===== src/rtl/vga_pixel_out.sv =====
// VGA raster timing and registered 4-bit-per-channel pixel output stage.
// Define VGA_TEST_PATTERN_EN to add internal colour bars selected by test_mode.
module vga_pixel_out #(
  parameter int H_ACTIVE = 640,
  parameter int H_FP     = 16,
  parameter int H_SYNC   = 96,
  parameter int H_BP     = 48,
  parameter int V_ACTIVE = 480,
  parameter int V_FP     = 10,
  parameter int V_SYNC   = 2,
  parameter int V_BP     = 33
) (
  input  logic       clk,
  input  logic       reset_n,
  input  logic       pix_en,
  input  logic       test_mode,
  input  logic [3:0] R_in,
  input  logic [3:0] G_in,
  input  logic [3:0] B_in,
  output logic [9:0] hcount,
  output logic [9:0] vcount,
  output logic       active,
  output logic       frame_start,
  output logic [3:0] vga_r,
  output logic [3:0] vga_g,
  output logic [3:0] vga_b,
  output logic       hsync,
  output logic       vsync
);

  localparam int H_TOTAL = H_ACTIVE + H_FP + H_SYNC + H_BP;
  localparam int V_TOTAL = V_ACTIVE + V_FP + V_SYNC + V_BP;

  localparam logic [9:0] H_LAST   = 10'(H_TOTAL - 1);
  localparam logic [9:0] V_LAST   = 10'(V_TOTAL - 1);
  localparam logic [9:0] H_ACT    = 10'(H_ACTIVE);
  localparam logic [9:0] V_ACT    = 10'(V_ACTIVE);
  localparam logic [9:0] HS_START = 10'(H_ACTIVE + H_FP);
  localparam logic [9:0] HS_END   = 10'(H_ACTIVE + H_FP + H_SYNC);
  localparam logic [9:0] VS_START = 10'(V_ACTIVE + V_FP);
  localparam logic [9:0] VS_END   = 10'(V_ACTIVE + V_FP + V_SYNC);

  logic [9:0]  hcount_q, hcount_d;
  logic [9:0]  vcount_q, vcount_d;
  logic [11:0] rgb_q, rgb_d;
  logic        hsync_q, hsync_d;
  logic        vsync_q, vsync_d;
  logic        frame_start_q, frame_start_d;

  logic        h_last, v_last, active_w;
  logic [11:0] src_rgb;

`ifdef VGA_TEST_PATTERN_EN
  logic [11:0] bar_rgb;

  always_comb begin
    bar_rgb = 12'h000;
    case (hcount_q[9:7])
      3'd0: bar_rgb = 12'hFFF;
      3'd1: bar_rgb = 12'hFF0;
      3'd2: bar_rgb = 12'h0FF;
      3'd3: bar_rgb = 12'h0F0;
      3'd4: bar_rgb = 12'hF0F;
      3'd5: bar_rgb = 12'hF00;
      3'd6: bar_rgb = 12'h00F;
      default: bar_rgb = 12'h000;
    endcase
  end

  assign src_rgb = test_mode ? bar_rgb : {R_in, G_in, B_in};
`else
  logic unused_test_mode;
  assign unused_test_mode = test_mode;
  assign src_rgb = {R_in, G_in, B_in};
`endif

  always_comb begin
    h_last        = (hcount_q == H_LAST);
    v_last        = (vcount_q == V_LAST);
    active_w      = (hcount_q < H_ACT) && (vcount_q < V_ACT);
    hcount_d      = hcount_q;
    vcount_d      = vcount_q;
    rgb_d         = rgb_q;
    hsync_d       = hsync_q;
    vsync_d       = vsync_q;
    frame_start_d = 1'b0;
    if (pix_en) begin
      // Output registers capture the coordinate being left, so sync and colour share one tick of delay.
      rgb_d   = active_w ? src_rgb : 12'h000;
      hsync_d = !((hcount_q >= HS_START) && (hcount_q < HS_END));
      vsync_d = !((vcount_q >= VS_START) && (vcount_q < VS_END));
      if (h_last) begin
        hcount_d = 10'd0;
        if (v_last) begin
          vcount_d      = 10'd0;
          frame_start_d = 1'b1;
        end else begin
          vcount_d = vcount_q + 10'd1;
        end
      end else begin
        hcount_d = hcount_q + 10'd1;
      end
    end
  end

  always_ff @(posedge clk or negedge reset_n) begin
    if (!reset_n) begin
      hcount_q      <= 10'd0;
      vcount_q      <= 10'd0;
      rgb_q         <= 12'h000;
      hsync_q       <= 1'b1;
      vsync_q       <= 1'b1;
      frame_start_q <= 1'b0;
    end else begin
      hcount_q      <= hcount_d;
      vcount_q      <= vcount_d;
      rgb_q         <= rgb_d;
      hsync_q       <= hsync_d;
      vsync_q       <= vsync_d;
      frame_start_q <= frame_start_d;
    end
  end

  assign hcount      = hcount_q;
  assign vcount      = vcount_q;
  assign active      = active_w;
  assign frame_start = frame_start_q;
  assign vga_r       = rgb_q[11:8];
  assign vga_g       = rgb_q[7:4];
  assign vga_b       = rgb_q[3:0];
  assign hsync       = hsync_q;
  assign vsync       = vsync_q;

endmodule


===== config.mk =====
export PLATFORM = sky130hd
export DESIGN_NAME = vga_pixel_out
export DESIGN_NICKNAME = d
export VERILOG_FILES = /design/src/rtl/vga_pixel_out.sv
export SDC_FILE = /design/constraint.sdc
export NUM_CORES = 1
export LEC_CHECK = 0
export CAP_MARGIN = 20
export CORE_UTILIZATION = 49
export DETAILED_ROUTE_END_ITERATION = 7
export PLACE_DENSITY_LB_ADDON = 0.1
export SLEW_MARGIN = 20
export SYNTH_ARGS = -nofsm -noshare
export SYNTH_HDL_FRONTEND = slang
export SYNTH_SLANG_ARGS = --single-unit

===== constraint.sdc =====
create_clock -name clk -period 3.1 [get_ports clk]
set_clock_uncertainty 0.05 [all_clocks]
set_input_delay 0.62 -clock clk [delete_from_list [all_inputs] [get_ports clk]]
set_output_delay 0.62 -clock clk [all_outputs]
set_load 0.005 [all_outputs]

# == Yosys cells after proc, flatten, opt, wreduce, memory -nomap -nowiden ==
# Index checks and enable logic that the tools add are counted.
# word_totals
regBits,35
input_bits,16
output_inout_bits,36
wordCells,28
# op_classes
add_sub_neg,2
order_cmp,6
eq_ne,2
muxes,6
reduce_logical,6
# ops
op,count
$add 10x1->10 const B,2
$eq 10x10->1 const B,2
$lt 10x10->1 const B,2
$lt 10x9->1 const B,2
$mux 10,2
$mux 12,1
$ge 10x10->1 const B,1
$ge 10x9->1 const B,1
$logic_and 1x1->1,3
$mux 1,3
$logic_not 1->1,2
$reduce_and 2->1,1

# == Longest topological paths before layout ==
# Gate-level depths: netlist of run 1.
# logic_depth
word_depth,4
depth_mapped,7
ltp_nobuf,5

# == Worst setup path after synthesis of run 1 ==
# OpenSTA, ideal clock, no wires.
# synth_timing
path_type,reg2out
start,register vcount_q[5] (netlist: vcount[5])
end,output port active
t_arrival_ns,1.157
t_required_ns,2.430
slack_ns,1.273
stages_incl_launch_ff,6
path_buffers,1
cell_sequence,dfrtp_1 and3_1 nand2_1 nand3_1 clkbuf_1 inv_1
# synth_via
elab_chain_cells,2
# synth_lines
element,line_no,source
from (decl),44,"logic [9:0] vcount_q, vcount_d;"
from (signal assigned),116,vcount_q <= vcount_d;
$lt 10x9->1,80,active_w = (hcount_q < H_ACT) && (vcount_q < V_ACT);
$logic_and 1x1->1,80,
to (decl),22,"output logic active,"
# Every way passes these cells.

# == Worst setup path in the final report of run 1 ==
# Same ends and word-level chain as after synthesis.

==> results of run 1 <==
-- cell usage in the layout, fill, tap and decap left out, types with 4 or more instances in the layout --
master	instances
clkdlybuf4s50_1	50
dfrtp_1	33
inv_1	21
nand2_1	21
o22ai_1	13
nand3_1	9
nor2_1	7
o21ai_0	6
nand4_1	6
xnor2_1	6
clkbuf_4	5
and3_1	4
nor3_1	4
and4_1	4
xor2_1	4
ha_1	4
-- area by class of cell --
cell class,instances,area share
Clock buffer,8,0.0303
Sequential cell,35,0.386
Multi-Input combinational cell,108,0.295
Tap cell,44,0.0242
Timing Repair Buffer,53,0.230
Inverter,21,0.0347
-- metrics by stage --
step                utilization  cells
floorplan                     -    171
global placement          0.700    261
detailed placement        0.700    261
CTS                       0.721    269
global route              0.721    269
finish                    0.721    269
-- cells by family after synthesis --
logic type      synth area share
simple gates               0.206
flops                      0.526
compound gates             0.101
buf+inv                   0.0720
xor+xnor                  0.0525
fa+ha+maj                 0.0300
mux                       0.0120
-- critical path, cell delays in order, from the launching register on --
cell and delay [ns]:
dfrtp_1 0.48, and3_1 0.24, nand2_1 0.09, nand3_1 0.08
buf_4 0.18, inv_1 0.06, clkdlybuf4s50_1 0.48
-- routing by layer --
layer  global-route usage  wire length (um)  up-vias
met2                0.361              1770       53
li1                     -                 -      698
met5                    0                 0        -
met1                0.303              1650      690
met4                0.133                63        0
met3               0.0469               231        7
-- registers in the layout (all words and copies together) (netlist names) --
| signal | cells |
|---|---|
| frame_start | 1 |
| hcount | 10 |
| hsync | 1 |
| vsync | 1 |
| vcount | 10 |
| rgb_q | 12 |
-- power by group through the flow --
stage | registers (uW) | logic, uW | clock network, uW
after floorplan | 540 | 70.1 | 0
after global placement | 545 | 169 | 0
after detailed placement | 548 | 175 | 0
after CTS | 538 | 176 | 301
after global routing | 548 | 190 | 316
final | 539 | 173 | 291
-- worst paths after layout --
| path | startpoint | endpoint | slack [ns] | cells past startpoint |
|---|---|---|---|---|
| max reg2reg | hcount[0] | vcount[3] | 1.14 | 5 |
| max | vcount[5] | active | 0.48 | 6 |
| min reg2reg | hsync | hsync | 0.45 | 2 |
| min in group asynchronous | reset_n | hcount[0] | 0.62 | 2 |
| min | hsync | hsync | 0.45 | 2 |
| max in group asynchronous | reset_n | vsync | 2.03 | 2 |
==> flow_summary.json, run 1 <==
{
  "p_int_uw": 725,
  "gp_congestion": 0.803,
  "detail_route.iter0.violations": 48,
  "synth_warnings": 0,
  "crit_arrival_ns": 1.95,
  "drc": 0,
  "grt_max_degree": 36,
  "setup_viol": 0,
  "synth_edf_count": 0,
  "grt_pass1_wl_mm": 6.06,
  "design_area_mm2": 0.00227,
  "ys_types": 30,
  "postSynthCellCount": 171,
  "drtAntennaViolNets": 0,
  "syn-num-nets": 191,
  "fill_cells": 255,
  "yosys-top-cells-count": "dfrtp_1, inv_1, nand2_1",
  "multi_input_area_um2": 671,
  "fp-row-count": 20,
  "combPwrFrac": 0.172,
  "cts_setup_buffers": 0,
  "antenna_found_initial": 0,
  "p_seq_frac": 0.537,
  "insertion_delay_ns": 0.35,
  "cts_tree": "done",
  "synth_seq_cells": 35,
  "root_buffer": "clkbuf_4",
  "synthFlopType": "dfrtp_1",
  "coreArea_mm2": 0.00315,
  "diodes": 0,
  "finalMaxSlewViolations": 0,
  "yosysMostFrequentCell": "dfrtp_1",
  "cts-buffers-inserted": 5,
  "fin_setup_tns_ns": 0,
  "cp.required_ns": 2.43,
  "p_clk_frac": 0.290,
  "synth_largest_area_cell": "dfrtp_1",
  "crit_path_end_kind": "output pin",
  "rsz0062_at_grt": "no",
  "synth.avg_cell_area_um2": 9.76,
  "areaGrowthSynthToFinish_pct": 36.3,
  "crit_type": "reg2out",
  "min_path_type": "reg2reg",
  "cts_sinks": 35,
  "peakVddDrop_uv": 398,
  "timing.final.hold_violations": 0,
  "worst_slew_pin_slew_ns": 0.436,
  "yosys-top-cells-area": "dfrtp_1, o22ai_1, inv_1",
  "die_w_um": 60.4,
  "power_leakage_uw": 0.000994,
  "routed_wl_mm": 3.72,
  "slew_headroom": 0.710,
  "ctsHoldBuffers": 0,
  "seq_area_um2": 878,
  "fmax_mhz": 381,
  "pre_cts_ws_ns": 0.661,
  "grt_pass1_vias": 1315,
  "start_kind": "flop",
  "holdWs_ns": 0.450,
  "start_util": 0.529,
  "fin_crit_ns": 2.62,
  "post_drt_wl_per_cell_um": 13.8,
  "cts_resized": 0,
  "final_nets": 244,
  "p_per_area_mw_per_mm2": 441,
  "sw_frac_of_total": 0.277,
  "setup_ws_ns": 0.475,
  "async_flop_share": 1.00,
  "clk_pin_slew_ns": 0.11,
  "dp_hpwl_mm": 2.58,
  "port-buffer-count": 50,
  "yosysSeqAreaShare": 0.526,
  "drive_above_1_share": 0.0578,
  "boundaryPins": 52,
  "via_per_inst": 5.38,
  "via_count": 1448,
  "finalCritPeriodShare": 0.847,
  "dieHeight_um": 60.4,
  "track_usage": 0.232,
  "cap_viol_max_count": 0,
  "status": "complete, no violations",
  "cp_max_fo": 13,
  "cts_max_path_buffers": 2,
  "synth_top_area_frac": 0.495,
  "p_switching_uw": 278,
  "drtPass1Iterations": 4,
  "htreeDepth": 2,
  "dieArea_mm2": 0.00364,
  "power_uw": 1000,
  "synth_area_mm2": 0.00167,
  "grt_overflow": 0,
  "dpl_cell_area_mm2": 0.00221
}
(Power assumes the default switching activity.)
==> inputs of run 2 (changes only) <==
Settings changed: CORE_UTILIZATION 49 to 46.
Clock period 3.1 ns to 2.7 ns, I/O delays scaled along.
==> flow_summary.json, run 2 (synthesis gave the netlist of run 1 again) <==
{
  "grt_pass1_wl_mm": 6.17,
  "insertion_delay_ns": 0.33,
  "power_leakage_uw": 0.000985,
  "crit_path_end_kind": "output pin",
  "start_util": 0.489,
  "power_uw": 1090,
  "clk_pin_slew_ns": 0.11,
  "areaGrowthSynthToFinish_pct": 35.3,
  "cp_num_buf_inv": 2,
  "crit_arrival_ns": 1.81,
  "final_cell_mix": "clkdlybuf4s50_1, dfrtp_1, inv_1, nand2_1, o22ai_1",
  "antenna_found_initial": 0,
  "ctsHoldBuffers": 0,
  "slew_headroom": 0.708,
  "dieHeight_um": 62.2,
  "fin_setup_tns_ns": 0,
  "post_drt_wl_per_cell_um": 13.5,
  "setup_viol": 0,
  "dieArea_mm2": 0.00387,
  "status": "complete, no violations",
  "drive_above_1_share": 0.0533,
  "drc": 0,
  "combPwrFrac": 0.183,
  "fill_cells": 286,
  "p_clk_frac": 0.249,
  "peakVddDrop_uv": 287,
  "drtAntennaViolNets": 0,
  "pre_cts_ws_ns": 0.329,
  "p_int_uw": 781,
  "cts_resized": 0,
  "finalCritPeriodShare": 0.888,
  "cts_tree": "done",
  "via_per_inst": 5.19,
  "seq_area_um2": 878,
  "final_nets": 244,
  "start_kind": "flop",
  "final_common_cell": "clkdlybuf4s50_1",
  "worst_path_largest_cell_delay_ns": 0.50,
  "sw_frac_of_total": 0.283,
  "fmax_mhz": 417,
  "setup_ws_ns": 0.303,
  "p_switching_uw": 307,
  "regMostFlops": "rgb_q",
  "coreArea_mm2": 0.00342,
  "largest_reg_flops": 12,
  "crit_type": "reg2out",
  "critPathTopFamily": "buffers and inverters",
  "cap_viol_max_count": 0,
  "grt_overflow": 0,
  "diodes": 0,
  "grt_pass1_vias": 1309,
  "timing.final.hold_violations": 0,
  "multi_input_area_um2": 671,
  "drtPass1Iterations": 4,
  "root_buffer": "clkbuf_4",
  "cts_max_path_buffers": 2,
  "track_usage": 0.202,
  "p_seq_frac": 0.569,
  "port-buffer-count": 50,
  "grt_max_degree": 36,
  "boundaryPins": 52,
  "cts_sinks": 35,
  "gp_congestion": 0.800,
  "dp_hpwl_mm": 2.61,
  "min_path_type": "reg2reg",
  "die_w_um": 62.2,
  "finalMaxSlewViolations": 0,
  "rsz0062_at_grt": "no",
  "dpl_cell_area_mm2": 0.00221,
  "htreeDepth": 2,
  "p_per_area_mw_per_mm2": 482,
  "cp_max_fo": 7,
  "routed_wl_mm": 3.65,
  "fin_crit_ns": 2.40,
  "cts-buffers-inserted": 5,
  "worst_slew_pin_slew_ns": 0.437,
  "path_cells": "and3_1, nand2_1, nand3_1, inv_1, clkdlybuf4s50_1",
  "cts_setup_buffers": 0,
  "fp-row-count": 21,
  "design_area_mm2": 0.00226,
  "detail_route.iter0.violations": 72,
  "slowest_stage": "clkdlybuf4s50_1",
  "cp.required_ns": 2.11,
  "via_count": 1406
}
[run 2: cell count changes in the layout (fill, tap and decap cells not counted), sizes merged]
cell / before / now
clkbuf: 8 / 7
clkinv: 0 / 1
[run 2: power groups by stage]
| stage | Sequential [uW] | Combinational (uW) | Clock [uW] |
|---|---|---|---|
| after floorplan | 620 | 80.5 | 0 |
| after global placement | 626 | 195 | 0 |
| after detailed placement | 629 | 199 | 0 |
| after CTS | 618 | 201 | 281 |
| after global routing | 627 | 219 | 303 |
| final | 619 | 199 | 271 |
[run 2: final cells by class]
cell class	instances	share of cell area
timing repair buffer	53	0.232
sequential	35	0.389
clock inverter	1	0.00222
inverter	21	0.0349
tap	46	0.0255
multi-input combinational	108	0.297
clock buffer	7	0.0199
[run 2: per-stage QoR]
stage	hold slack (ns)	util	instances
floorplan	0.194	-	171
global placement	0.436	0.647	263
detailed placement	0.437	0.647	263
CTS	0.453	0.661	271
global route	0.489	0.661	271
finish	0.452	0.661	271
[run 2: final timing paths]
kind | depth (start not counted) | endpoint | start | slack [ns]
max in group asynchronous | 2 | vsync | reset_n | 1.70
max | 5 | active | vcount[5] | 0.30
min | 2 | vsync | vsync | 0.45
min reg2reg | 2 | vsync | vsync | 0.45
min in group asynchronous | 2 | hcount[1] | reset_n | 0.57
max reg2reg | 5 | vcount[3] | hcount[0] | 0.76
[run 2: metal layers]
metal / track usage / wire, um
met1: 0.273 / 1720
met2: 0.330 / 1730
met3: 0.0515 / 175
met4: 0.0436 / 16
met5: 0 / 0
[run 2: worst reg2reg max path: cells and delay by family, from the launching register on]
kind                       cells  cell delay (ns)
AOI/OAI and AO/OA              1             0.23
adders and majority gates      1             0.19
DFF                            1             0.42
and+or+nand+nor                3             0.97
==> inputs of run 3 (changes only) <==
Settings changed: CORE_UTILIZATION 46 to 45, RECOVER_POWER set to 25.
==> flow_summary.json, run 3 (synthesis gave the netlist of run 1 again) <==
{
  "status": "complete, no violations",
  "fin_setup_tns_ns": 0,
  "p_clk_frac": 0.321,
  "routed.top_layer": "met4",
  "grt_overflow": 0,
  "dieHeight_um": 62.9,
  "p_seq_frac": 0.515,
  "largest_reg_flops": 12,
  "final_nets": 244,
  "gp_congestion": 0.878,
  "worstHoldPathCells": 2,
  "sw_frac_of_total": 0.264,
  "r2r_cells": 5,
  "via_count": 1426,
  "finalCritPeriodShare": 0.870,
  "dieArea_mm2": 0.00396,
  "combPwrFrac": 0.164,
  "p_per_area_mw_per_mm2": 523,
  "finalMaxSlewViolations": 0,
  "final_common_cell": "clkdlybuf4s50_1",
  "port-buffer-count": 50,
  "rsz0062_at_grt": "no",
  "crit_arrival_ns": 1.76,
  "post_drt_wl_per_cell_um": 13.6,
  "drtPass1Iterations": 4,
  "timing.final.hold_violations": 0,
  "final_cell_mix": "clkdlybuf4s50_1, dfrtp_1, inv_1, nand2_1, o22ai_1",
  "start_util": 0.485,
  "start_kind": "flop",
  "final_util": 0.667,
  "htreeDepth": 2,
  "dp_cells": 263,
  "slowest_stage": "clkdlybuf4s50_1",
  "fin_crit_ns": 2.35,
  "fmax_mhz": 426,
  "peakVddDrop_uv": 361,
  "via_per_inst": 5.26,
  "crit_type": "reg2out",
  "drive_above_1_share": 0.0578,
  "dp_hpwl_mm": 2.59,
  "track_usage": 0.206,
  "drc": 0,
  "grt_max_degree": 36,
  "min_path_type": "reg2reg",
  "boundaryPins": 52,
  "p_int_uw": 885,
  "setup_ws_ns": 0.351,
  "routed-wl-met3_um": 228,
  "p_switching_uw": 317,
  "ctsHoldBuffers": 0,
  "cap_viol_max_count": 0,
  "cts-buffers-inserted": 5,
  "finalNonFillerCells": 271,
  "insertion_delay_ns": 0.28,
  "crit_path_end_kind": "output pin",
  "drtAntennaViolNets": 0,
  "multi_input_area_um2": 671,
  "fill_cells": 288,
  "areaGrowthSynthToFinish_pct": 37.6,
  "clk_pin_slew_ns": 0.07,
  "grt_pass1_wl_mm": 6.28,
  "root_buffer": "clkbuf_8",
  "cp_max_fo": 7,
  "antenna_found_initial": 0,
  "cts_sinks": 35,
  "worst_path_largest_cell_delay_ns": 0.51,
  "worst_slew_pin_slew_ns": 0.849,
  "die_w_um": 62.9,
  "routed_wl_mm": 3.68,
  "fp-row-count": 21,
  "cp.required_ns": 2.11,
  "setup_viol": 0,
  "detail_route.iter0.violations": 71,
  "power_leakage_uw": 0.00100,
  "coreArea_mm2": 0.00344,
  "cts_setup_buffers": 0,
  "cts_tree": "done",
  "cts_max_path_buffers": 2,
  "pre_cts_ws_ns": 0.334,
  "slew_headroom": 0.434,
  "wl_met1_mm": 1.69,
  "path_cells": "and3_1, nand2_1, nand3_1, inv_1, clkdlybuf4s50_1",
  "grt_pass1_vias": 1336,
  "cts_resized": 0,
  "regMostFlops": "rgb_q",
  "diodes": 0,
  "route.met2.wl_mm": 1.72,
  "seq_area_um2": 878,
  "power_uw": 1200
}
-- run 3: changes by cell type in the layout (fill, tap and decap cells not counted), sizes merged --
| cell | before | now |
|---|---|---|
| clkdlybuf4s50 | 50 | 49 |
| clkbuf | 7 | 8 |
| dlygate4sd3 | 0 | 1 |
| buf | 3 | 2 |
-- run 3: worst max-delay path: cells and delay by family (launching register included) --
kind	cells	cell delay [ns]
buffers and inverters	2	0.58
DFF	1	0.45
and+or+nand+nor	3	0.44
-- run 3: routing by layer --
layer | up-vias | track usage
li1 | 700 | -
met1 | 663 | 0.277
met2 | 55 | 0.312
met3 | 8 | 0.0639
met4 | 0 | 0.0698
met5 | - | 0
-- run 3: stage by stage --
step	hold slack, ns	instance area, um2
detailed placement	0.437	2210
global route	0.482	2300
finish	0.447	2300
global placement	0.440	2210
floorplan	0.194	1670
CTS	0.444	2300
-- run 3: path summary, 6_finish.rpt --
check / start / to / slack [ns]
max: vcount[5] / active / 0.35
min in group asynchronous: reset_n / hcount[7] / 0.85
max in group asynchronous: reset_n / hcount[8] / 1.22
min reg2reg: hsync / hsync / 0.45
max reg2reg: hcount[0] / vcount[3] / 0.75
min: hsync / hsync / 0.45
-- run 3: layout make-up --
cell class              count  share of cell area
multi-input cells         108               0.292
flip-flops and latches     35               0.382
clock inverters             1             0.00218
well taps                  46              0.0251
repair buffers             53               0.227
inverters                  21              0.0343
clock buffers               7              0.0376
-- run 3: power groups by stage --
stage	sequential [uW]	combinational [uW]	clock, uW
floorplan	620	80.5	0
global placement	625	195	0
detailed placement	629	198	0
CTS	619	201	394
global route	628	217	415
finish	618	197	386
